### config.mk
export PLATFORM = sky130hd
export DESIGN_NAME = rvfi_insn_stream_check
export DESIGN_NICKNAME = d
export VERILOG_FILES = /design/src/rtl/rvfi_insn_stream_check.sv
export SDC_FILE = /design/constraint.sdc
export NUM_CORES = 2
export LEC_CHECK = 0
export ABC_AREA = 1
export BUFFER_PORTS_ARGS = -buffer_cell sky130_fd_sc_hd__clkbuf_2
export CORE_ASPECT_RATIO = 0.5
export CORE_UTILIZATION = 30
export CTS_CLUSTER_SIZE = 20
export DETAILED_ROUTE_END_ITERATION = 12
export SLEW_MARGIN = 10
export SYNTH_ARGS = -nofsm -noshare
export SYNTH_HDL_FRONTEND = slang
export SYNTH_SLANG_ARGS = --single-unit
### constraint.sdc
create_clock -name clk -period 10.1 [get_ports clk]
set_clock_uncertainty 0.2 [all_clocks]
set_input_delay 1.515 -clock clk [delete_from_list [all_inputs] [get_ports clk]]
set_output_delay 1.515 -clock clk [all_outputs]
set_load 0.1 [all_outputs]
### src/rtl/rvfi_insn_stream_check.sv
// RVFI retire-stream checker.
// Captures retired instructions into a small FIFO, checks the retire order
// as records arrive, and replays each queued record to an external
// reference model. The reference result is compared against the retired
// post-state. Error flags are sticky. check_count counts completed comparisons.
//
// Handshake contract (spec_req_*): spec_req_valid is high exactly while the
// dispatcher is in REQ. The head operands stay stable until a cycle where
// spec_req_valid and spec_req_ready are both 1. spec_req_ready has no meaning
// while spec_req_valid is 0. spec_rsp_valid is a one-cycle strobe, and it is
// honoured only while waiting for a result.
module rvfi_insn_stream_check #(
  parameter int NRET    = 1,
  parameter int XLEN    = 32,
  parameter int DEPTH   = 8,
  parameter int TIMEOUT = 15
) (
  input  logic                      clk,
  input  logic                      reset,
  input  logic                      enable,
  input  logic [NRET-1:0]           rvfi_valid,
  input  logic [NRET*64-1:0]        rvfi_order,
  input  logic [NRET*32-1:0]        rvfi_insn,
  input  logic [NRET*XLEN-1:0]      rvfi_pre_pc,
  input  logic [NRET*XLEN-1:0]      rvfi_pre_rs1,
  input  logic [NRET*XLEN-1:0]      rvfi_pre_rs2,
  input  logic [NRET*5-1:0]         rvfi_rd,
  input  logic [NRET*XLEN-1:0]      rvfi_post_rd,
  input  logic [NRET*XLEN-1:0]      rvfi_post_pc,
  input  logic [NRET-1:0]           rvfi_post_trap,
  output logic                      spec_req_valid,
  input  logic                      spec_req_ready,
  output logic [31:0]               spec_req_insn,
  output logic [XLEN-1:0]           spec_req_pc,
  output logic [XLEN-1:0]           spec_req_rs1,
  output logic [XLEN-1:0]           spec_req_rs2,
  input  logic                      spec_rsp_valid,
  input  logic [4:0]                spec_rsp_rd,
  input  logic [XLEN-1:0]           spec_rsp_post_rd,
  input  logic [XLEN-1:0]           spec_rsp_post_pc,
  input  logic                      spec_rsp_trap,
  output logic [4:0]                err_flags,
  output logic [31:0]               check_count,
  output logic [1:0]                dbg_state,
  output logic [$clog2(DEPTH):0]    dbg_count
);

  localparam int AW = $clog2(DEPTH);
  localparam int CW = AW + 1;
  localparam int TW = $clog2(TIMEOUT + 1);

  typedef enum logic [1:0] {
    S_IDLE = 2'd0,
    S_REQ  = 2'd1,
    S_WAIT = 2'd2,
    S_CMP  = 2'd3
  } state_t;

  state_t state, state_nxt;

  // FIFO storage, one array per record field
  logic [31:0]     mem_insn    [DEPTH];
  logic [XLEN-1:0] mem_pc      [DEPTH];
  logic [XLEN-1:0] mem_rs1     [DEPTH];
  logic [XLEN-1:0] mem_rs2     [DEPTH];
  logic [4:0]      mem_rd      [DEPTH];
  logic [XLEN-1:0] mem_post_rd [DEPTH];
  logic [XLEN-1:0] mem_post_pc [DEPTH];
  logic            mem_trap    [DEPTH];

  logic [AW-1:0] wr_ptr, rd_ptr, slot_off;
  logic [AW-1:0] wr_slot [NRET];
  logic [CW-1:0] count, n_valid, free_cnt, push_n;
  logic          push, overflow, pop;

  logic [63:0]   exp_order, run_exp;
  logic          order_set, run_set, ord_err;

  logic [TW-1:0] wait_cnt;
  logic          wait_done, tmo_evt, cmp_now;

  logic [4:0]      rsp_rd_q;
  logic [XLEN-1:0] rsp_post_rd_q, rsp_post_pc_q;
  logic            rsp_trap_q;
  logic            data_err, trap_err;

  // Count the valid channels and decide whether the whole group fits.
  // Only the current occupancy counts as used space; a pop in the same
  // cycle does not make room.
  always_comb begin
    n_valid = '0;
    for (int i = 0; i < NRET; i++) begin
      n_valid = n_valid + {{(CW-1){1'b0}}, rvfi_valid[i]};
    end
    free_cnt = CW'(DEPTH) - count;
    push     = enable && (n_valid != '0) && (n_valid <= free_cnt);
    overflow = enable && (n_valid > free_cnt);
    push_n   = push ? n_valid : '0;
  end

  // Valid channels take consecutive slots in ascending channel order.
  always_comb begin
    slot_off = '0;
    for (int i = 0; i < NRET; i++) begin
      wr_slot[i] = wr_ptr + slot_off;
      slot_off   = slot_off + {{(AW-1){1'b0}}, rvfi_valid[i]};
    end
  end

  // Walk the accepted records in channel order and check retire continuity.
  always_comb begin
    ord_err = 1'b0;
    run_exp = exp_order;
    run_set = order_set;
    for (int i = 0; i < NRET; i++) begin
      if (push && rvfi_valid[i]) begin
        if (run_set && (rvfi_order[i*64 +: 64] != run_exp)) ord_err = 1'b1;
        run_exp = rvfi_order[i*64 +: 64] + 64'd1;
        run_set = 1'b1;
      end
    end
  end

  // Write accepted records into the FIFO storage.
  always_ff @(posedge clk) begin
    for (int i = 0; i < NRET; i++) begin
      if (push && rvfi_valid[i]) begin
        mem_insn[wr_slot[i]]    <= rvfi_insn[i*32 +: 32];
        mem_pc[wr_slot[i]]      <= rvfi_pre_pc[i*XLEN +: XLEN];
        mem_rs1[wr_slot[i]]     <= rvfi_pre_rs1[i*XLEN +: XLEN];
        mem_rs2[wr_slot[i]]     <= rvfi_pre_rs2[i*XLEN +: XLEN];
        mem_rd[wr_slot[i]]      <= rvfi_rd[i*5 +: 5];
        mem_post_rd[wr_slot[i]] <= rvfi_post_rd[i*XLEN +: XLEN];
        mem_post_pc[wr_slot[i]] <= rvfi_post_pc[i*XLEN +: XLEN];
        mem_trap[wr_slot[i]]    <= rvfi_post_trap[i];
      end
    end
  end

  // FIFO pointers, occupancy and the expected-order tracker.
  always_ff @(posedge clk or posedge reset) begin
    if (reset) begin
      wr_ptr    <= '0;
      rd_ptr    <= '0;
      count     <= '0;
      exp_order <= '0;
      order_set <= 1'b0;
    end else begin
      if (push) wr_ptr <= wr_ptr + n_valid[AW-1:0];
      if (pop)  rd_ptr <= rd_ptr + AW'(1);
      count <= count + push_n - {{(CW-1){1'b0}}, pop};
      if (push) begin
        exp_order <= run_exp;
        order_set <= run_set;
      end
    end
  end

  assign wait_done = (wait_cnt == TW'(TIMEOUT - 1));
  assign tmo_evt   = (state == S_WAIT) && !spec_rsp_valid && wait_done;
  assign cmp_now   = (state == S_CMP);
  assign pop       = cmp_now || tmo_evt;

  // Dispatcher state register.
  always_ff @(posedge clk or posedge reset) begin
    if (reset) state <= S_IDLE;
    else       state <= state_nxt;
  end

  // Dispatcher next-state.
  always_comb begin
    state_nxt = state;
    case (state)
      S_IDLE: if (count != '0) state_nxt = S_REQ;
      S_REQ:  if (spec_req_ready) state_nxt = S_WAIT;
      S_WAIT: begin
        if (spec_rsp_valid) state_nxt = S_CMP;
        else if (wait_done) state_nxt = S_IDLE;
      end
      S_CMP:  state_nxt = S_IDLE;
      default: state_nxt = S_IDLE;
    endcase
  end

  // Response wait counter; it restarts from zero on every entry to WAIT.
  always_ff @(posedge clk or posedge reset) begin
    if (reset)                 wait_cnt <= '0;
    else if (state != S_WAIT)  wait_cnt <= '0;
    else                       wait_cnt <= wait_cnt + TW'(1);
  end

  // Latch the reference result when it arrives during WAIT.
  always_ff @(posedge clk or posedge reset) begin
    if (reset) begin
      rsp_rd_q      <= '0;
      rsp_post_rd_q <= '0;
      rsp_post_pc_q <= '0;
      rsp_trap_q    <= 1'b0;
    end else if ((state == S_WAIT) && spec_rsp_valid) begin
      rsp_rd_q      <= spec_rsp_rd;
      rsp_post_rd_q <= spec_rsp_post_rd;
      rsp_post_pc_q <= spec_rsp_post_pc;
      rsp_trap_q    <= spec_rsp_trap;
    end
  end

  // Compare the latched result with the head record. Data is only
  // meaningful when neither side trapped. A write to x0 that claims a
  // nonzero value is always wrong.
  always_comb begin
    data_err = 1'b0;
    trap_err = 1'b0;
    if (rsp_trap_q != mem_trap[rd_ptr]) begin
      trap_err = 1'b1;
    end else if (!mem_trap[rd_ptr]) begin
      if ((rsp_rd_q != mem_rd[rd_ptr]) ||
          (rsp_post_rd_q != mem_post_rd[rd_ptr]) ||
          (rsp_post_pc_q != mem_post_pc[rd_ptr])) data_err = 1'b1;
      if ((mem_rd[rd_ptr] == 5'd0) && (mem_post_rd[rd_ptr] != '0)) data_err = 1'b1;
    end
  end

  // Sticky error flags and the saturating comparison counter.
  always_ff @(posedge clk or posedge reset) begin
    if (reset) begin
      err_flags   <= '0;
      check_count <= '0;
    end else begin
      err_flags <= err_flags | {tmo_evt, overflow, ord_err,
                                cmp_now && trap_err, cmp_now && data_err};
      if (cmp_now && (check_count != 32'hFFFF_FFFF)) check_count <= check_count + 32'd1;
    end
  end

  assign spec_req_valid = (state == S_REQ);
  assign spec_req_insn  = mem_insn[rd_ptr];
  assign spec_req_pc    = mem_pc[rd_ptr];
  assign spec_req_rs1   = mem_rs1[rd_ptr];
  assign spec_req_rs2   = mem_rs2[rd_ptr];
  assign dbg_state      = state;
  assign dbg_count      = count;

endmodule

==> metrics.txt <==
outcome=complete, no violations; first-pass GRT wire length=~300000 um; Synth Area per Inst=11.4 sq um; Post-CTS Repair Setup Buffers=0; vias per inst=around 4.7; Min Hold Slack=about 0.27 ns; RSZ-0062 raised after global routing=no; top cell type's share of synthesized area=roughly 64%; Pleak=approximately 32 nW; clock slew at reported path FFs=roughly 0.07 ns; ys async rst share=approximately a tenth; end-of-flow core utilization=between 30% and 40%; most frequent CP cell=buf_4; final worst-path cycle share=64.3%; Post-CTS Hold Fix Bufs=0; Most Crowded Layer GR=met2; most numerous cell in the Yosys netlist=edfxtp_1; cells on worst reg2reg path=12; number of nets in the layout=a little over 7000; die area=248000 sq um; flops & latches, synth=1772; Die Wd=704 um; Post-route DRC=0; Most used DFF post-synth=edfxtp_1; DRT iter0 DRCs=3772; pins over their slew limit=0; vias in the first global route=around 47000; mapped cell area=roughly 74000 sq um; met2 Use GR=between 20% and 30%; Clock Tree Root=clkbuf_16; gr ovfl total=0; pwr dens=between 300 and 400 nW/um^2; post-route ant nets=0; Post-Place Cells=about 10000; row count=around 130; total chip power=~0.026 W; cells after synthesis=between 6000 and 7000; Seq/Total Area, Yosys=a little over two thirds; minimum clock period=between 6 and 7 ns; routed length per instance=19.2 um; Worst slew margin=23.3%; ranking of synthesized cells by area=edfxtp_1 (64%), dfrtp_1 (6.4%), nor2_1 (6.3%); Hold Crit Depth=2; routability cong.=about 0.87; Final Hold Viols=0; Longest Clk Path Bufs=4; CTS sink cnt=approximately 1800; final setup TNS=0 ns; Syn. warnings=0; flop-to-flop setup slack=roughly 5.4 ns; number of synthesized flops with an enable pin=approximately 1600; layout cells sized above 1=between 10% and 20%; syn nets=6859; CP max-delay cell=dfrtp_4; f_max=0.154 GHz; area grow syn2layout=15.4%; hold_sp=err_flags[2]$_DFF_PP0_; Vias=48700; CTS tree=built; number of antenna violations at the first check in global routing=60; Setup crit start kind=flop; M3 GR Usage=~2%; Final Setup Violations=0; Yosys top cell by area=edfxtp_1; Hold Crit Class=reg2reg; Overall Global Routing Usage=roughly 16%; WHS Endpoint=err_flags[2]$_DFF_PP0_; Netlist cell types=46; core region area=244000 sq um; CP Class=reg2out; r2r startpoint=dbg_count[1]$_DFF_PP0_; max incr delay on CP=approximately 0.86 ns; CP Data Required Time=between 8 and 9 ns; met1 GRT Util=19.7%; detailed-placement wirelength estimate=113000 um; io pins=510; DRT Pass-1 Iters=6; most frequent cells after synthesis=edfxtp_1 (1584), nor2_1 (1233), nand2_1 (1116); Cell Chain, Critical Path=buf_4 -> buf_4 -> o21ai_0 -> o22ai_1 -> nor2_1 -> a31oi_1 -> clkbuf_2; CP endpoint kind=output port; Worst-Skew Late Latency=0.85 ns; Worst EP arrival=around 4.8 ns; largest net degree at the start of global routing=between 200 and 250; reg2reg end=mem_rs2[7][4]$_DFFE_PP_; Routed WL=between 150000 and 200000 um; Max-cap violations=0; TritonCTS buffer count=174; Worst-Margin Slew=about 1.2 ns; Chip Height=353 um; CTS H-Tree Depth=4; peak supply drop=0.348 mV; IO buf count=between 500 and 600; # resized after CTS=0; Starting Density=between 30% and 40%; Crit Path Max Fanout=between 80 and 90; non-filler instance count after layout=~10000
==> stage by stage <==
| step | area [sq um] | setup WS, ns |
|---|---|---|
| after global placement | 79800 | 4.34 |
| final | 85200 | 3.60 |
| after detailed placement | 79800 | 4.25 |
| after floorplan | 73800 | -1.61 |
| after global routing | 85200 | 3.34 |
| after CTS | 85100 | 3.50 |
==> cell usage in the layout (no fill, tap or decap), types with 4 or more instances in the layout <==
master     instances
bufinv_16         10
nand2_1         1115
o21ai_0          591
nor3_1            31
ha_1              15
or2_2             12
nor2_1          1225
nand4_1           37
nor2_4            15
inv_1            424
diode_2           45
edfxtp_1        1584
clkbuf_2         509
inv_6              5
nand2_4            4
buf_4             55
nand3b_1          26
buf_12            12
xnor2_1           72
mux2_2            28
clkbuf_8          13
clkbuf_16        175
a21oi_1           50
clkbuf_1          47
inv_8              6
dfrtp_1          185
clkinv_2          27
o22ai_1          130
clkinv_1          21
nor4_1             9
a31oi_1          137
xor2_1            68
nand2_2            7
nand3_1          361
nor2_2             4
==> report_power, final <==
group          switching [W]  internal, W
clock network        0.00276      0.00354
logic                0.00860      0.00223
registers           0.000347      0.00875
total                 0.0117       0.0145
==> layer usage <==
| layer | wire, um | up-vias | share of wire, % |
|---|---|---|---|
| li1 | - | 23300 | - |
| met1 | 81900 | 23900 | 41 |
| met2 | 99000 | 1139 | 50 |
| met3 | 8590 | 379 | 4.3 |
| met4 | 8670 | 8 | 4.4 |
| met5 | 44 | - | 0.022 |
==> critical path, delay by kind of cell, from the launching register on <==
kind                   cells  cell delay (ns)
flip-flops                 1             0.86
AO/OA/AOI/OAI              3             0.87
buffers and inverters      3             2.11
AND/OR/NAND/NOR            1             0.06
==> cells by family after synthesis <==
group	synth area share, %
buffers and inverters	4.18
DFF	70.8
adders and majority gates	0.281
and+or+nand+nor	15.9
AOI/OAI and AO/OA	6.75
xor gates and xnor gates	1.66
muxes	0.427
==> layout make-up <==
class,instances,area (sq um)
fill,24100,159000
inverter,431,1650
clock inverter,70,637
timing repair buffer,576,3200
antenna,45,113
clock buffer,235,4730
multi-input combinational,3968,18600
tap,3250,4070
sequential,1772,52300
==> worst max path at each step <==
stage | from | endpoint | slack, ns | depth (start not counted)
final | rd_ptr[0]$_DFFE_PP0N_ | spec_req_pc[4] | 3.60 | 7
after CTS | rd_ptr[0]$_DFFE_PP0N_ | spec_req_pc[27] | 3.50 | 7
after detailed placement | rvfi_valid | mem_rs2[7][4]$_DFFE_PP_ | 4.25 | 12
after floorplan | rvfi_valid | mem_insn[1][0]$_DFFE_PP_ | -1.61 | 9
after global routing | rd_ptr[0]$_DFFE_PP0N_ | spec_req_rs2[29] | 3.34 | 7
after global placement | rvfi_valid | mem_rs1[7][16]$_DFFE_PP_ | 4.34 | 12
==> flip-flops by register name, indices dropped and copies added, names as in the netlist, 2 cells and up <==
| signal | flops |
|---|---|
| mem_pc | 256 |
| rd_ptr | 3 |
| rsp_post_pc_q | 32 |
| mem_trap | 8 |
| err_flags | 5 |
| mem_insn | 256 |
| rsp_post_rd_q | 32 |
| wait_cnt | 4 |
| mem_rs1 | 256 |
| mem_rs2 | 256 |
| dbg_state | 2 |
| mem_post_pc | 256 |
| mem_rd | 40 |
| exp_order | 64 |
| dbg_count | 4 |
| check_count | 32 |
| wr_ptr | 3 |
| mem_post_rd | 256 |
| rsp_rd_q | 5 |
No activity file was read; power rests on OpenSTA's default activity.
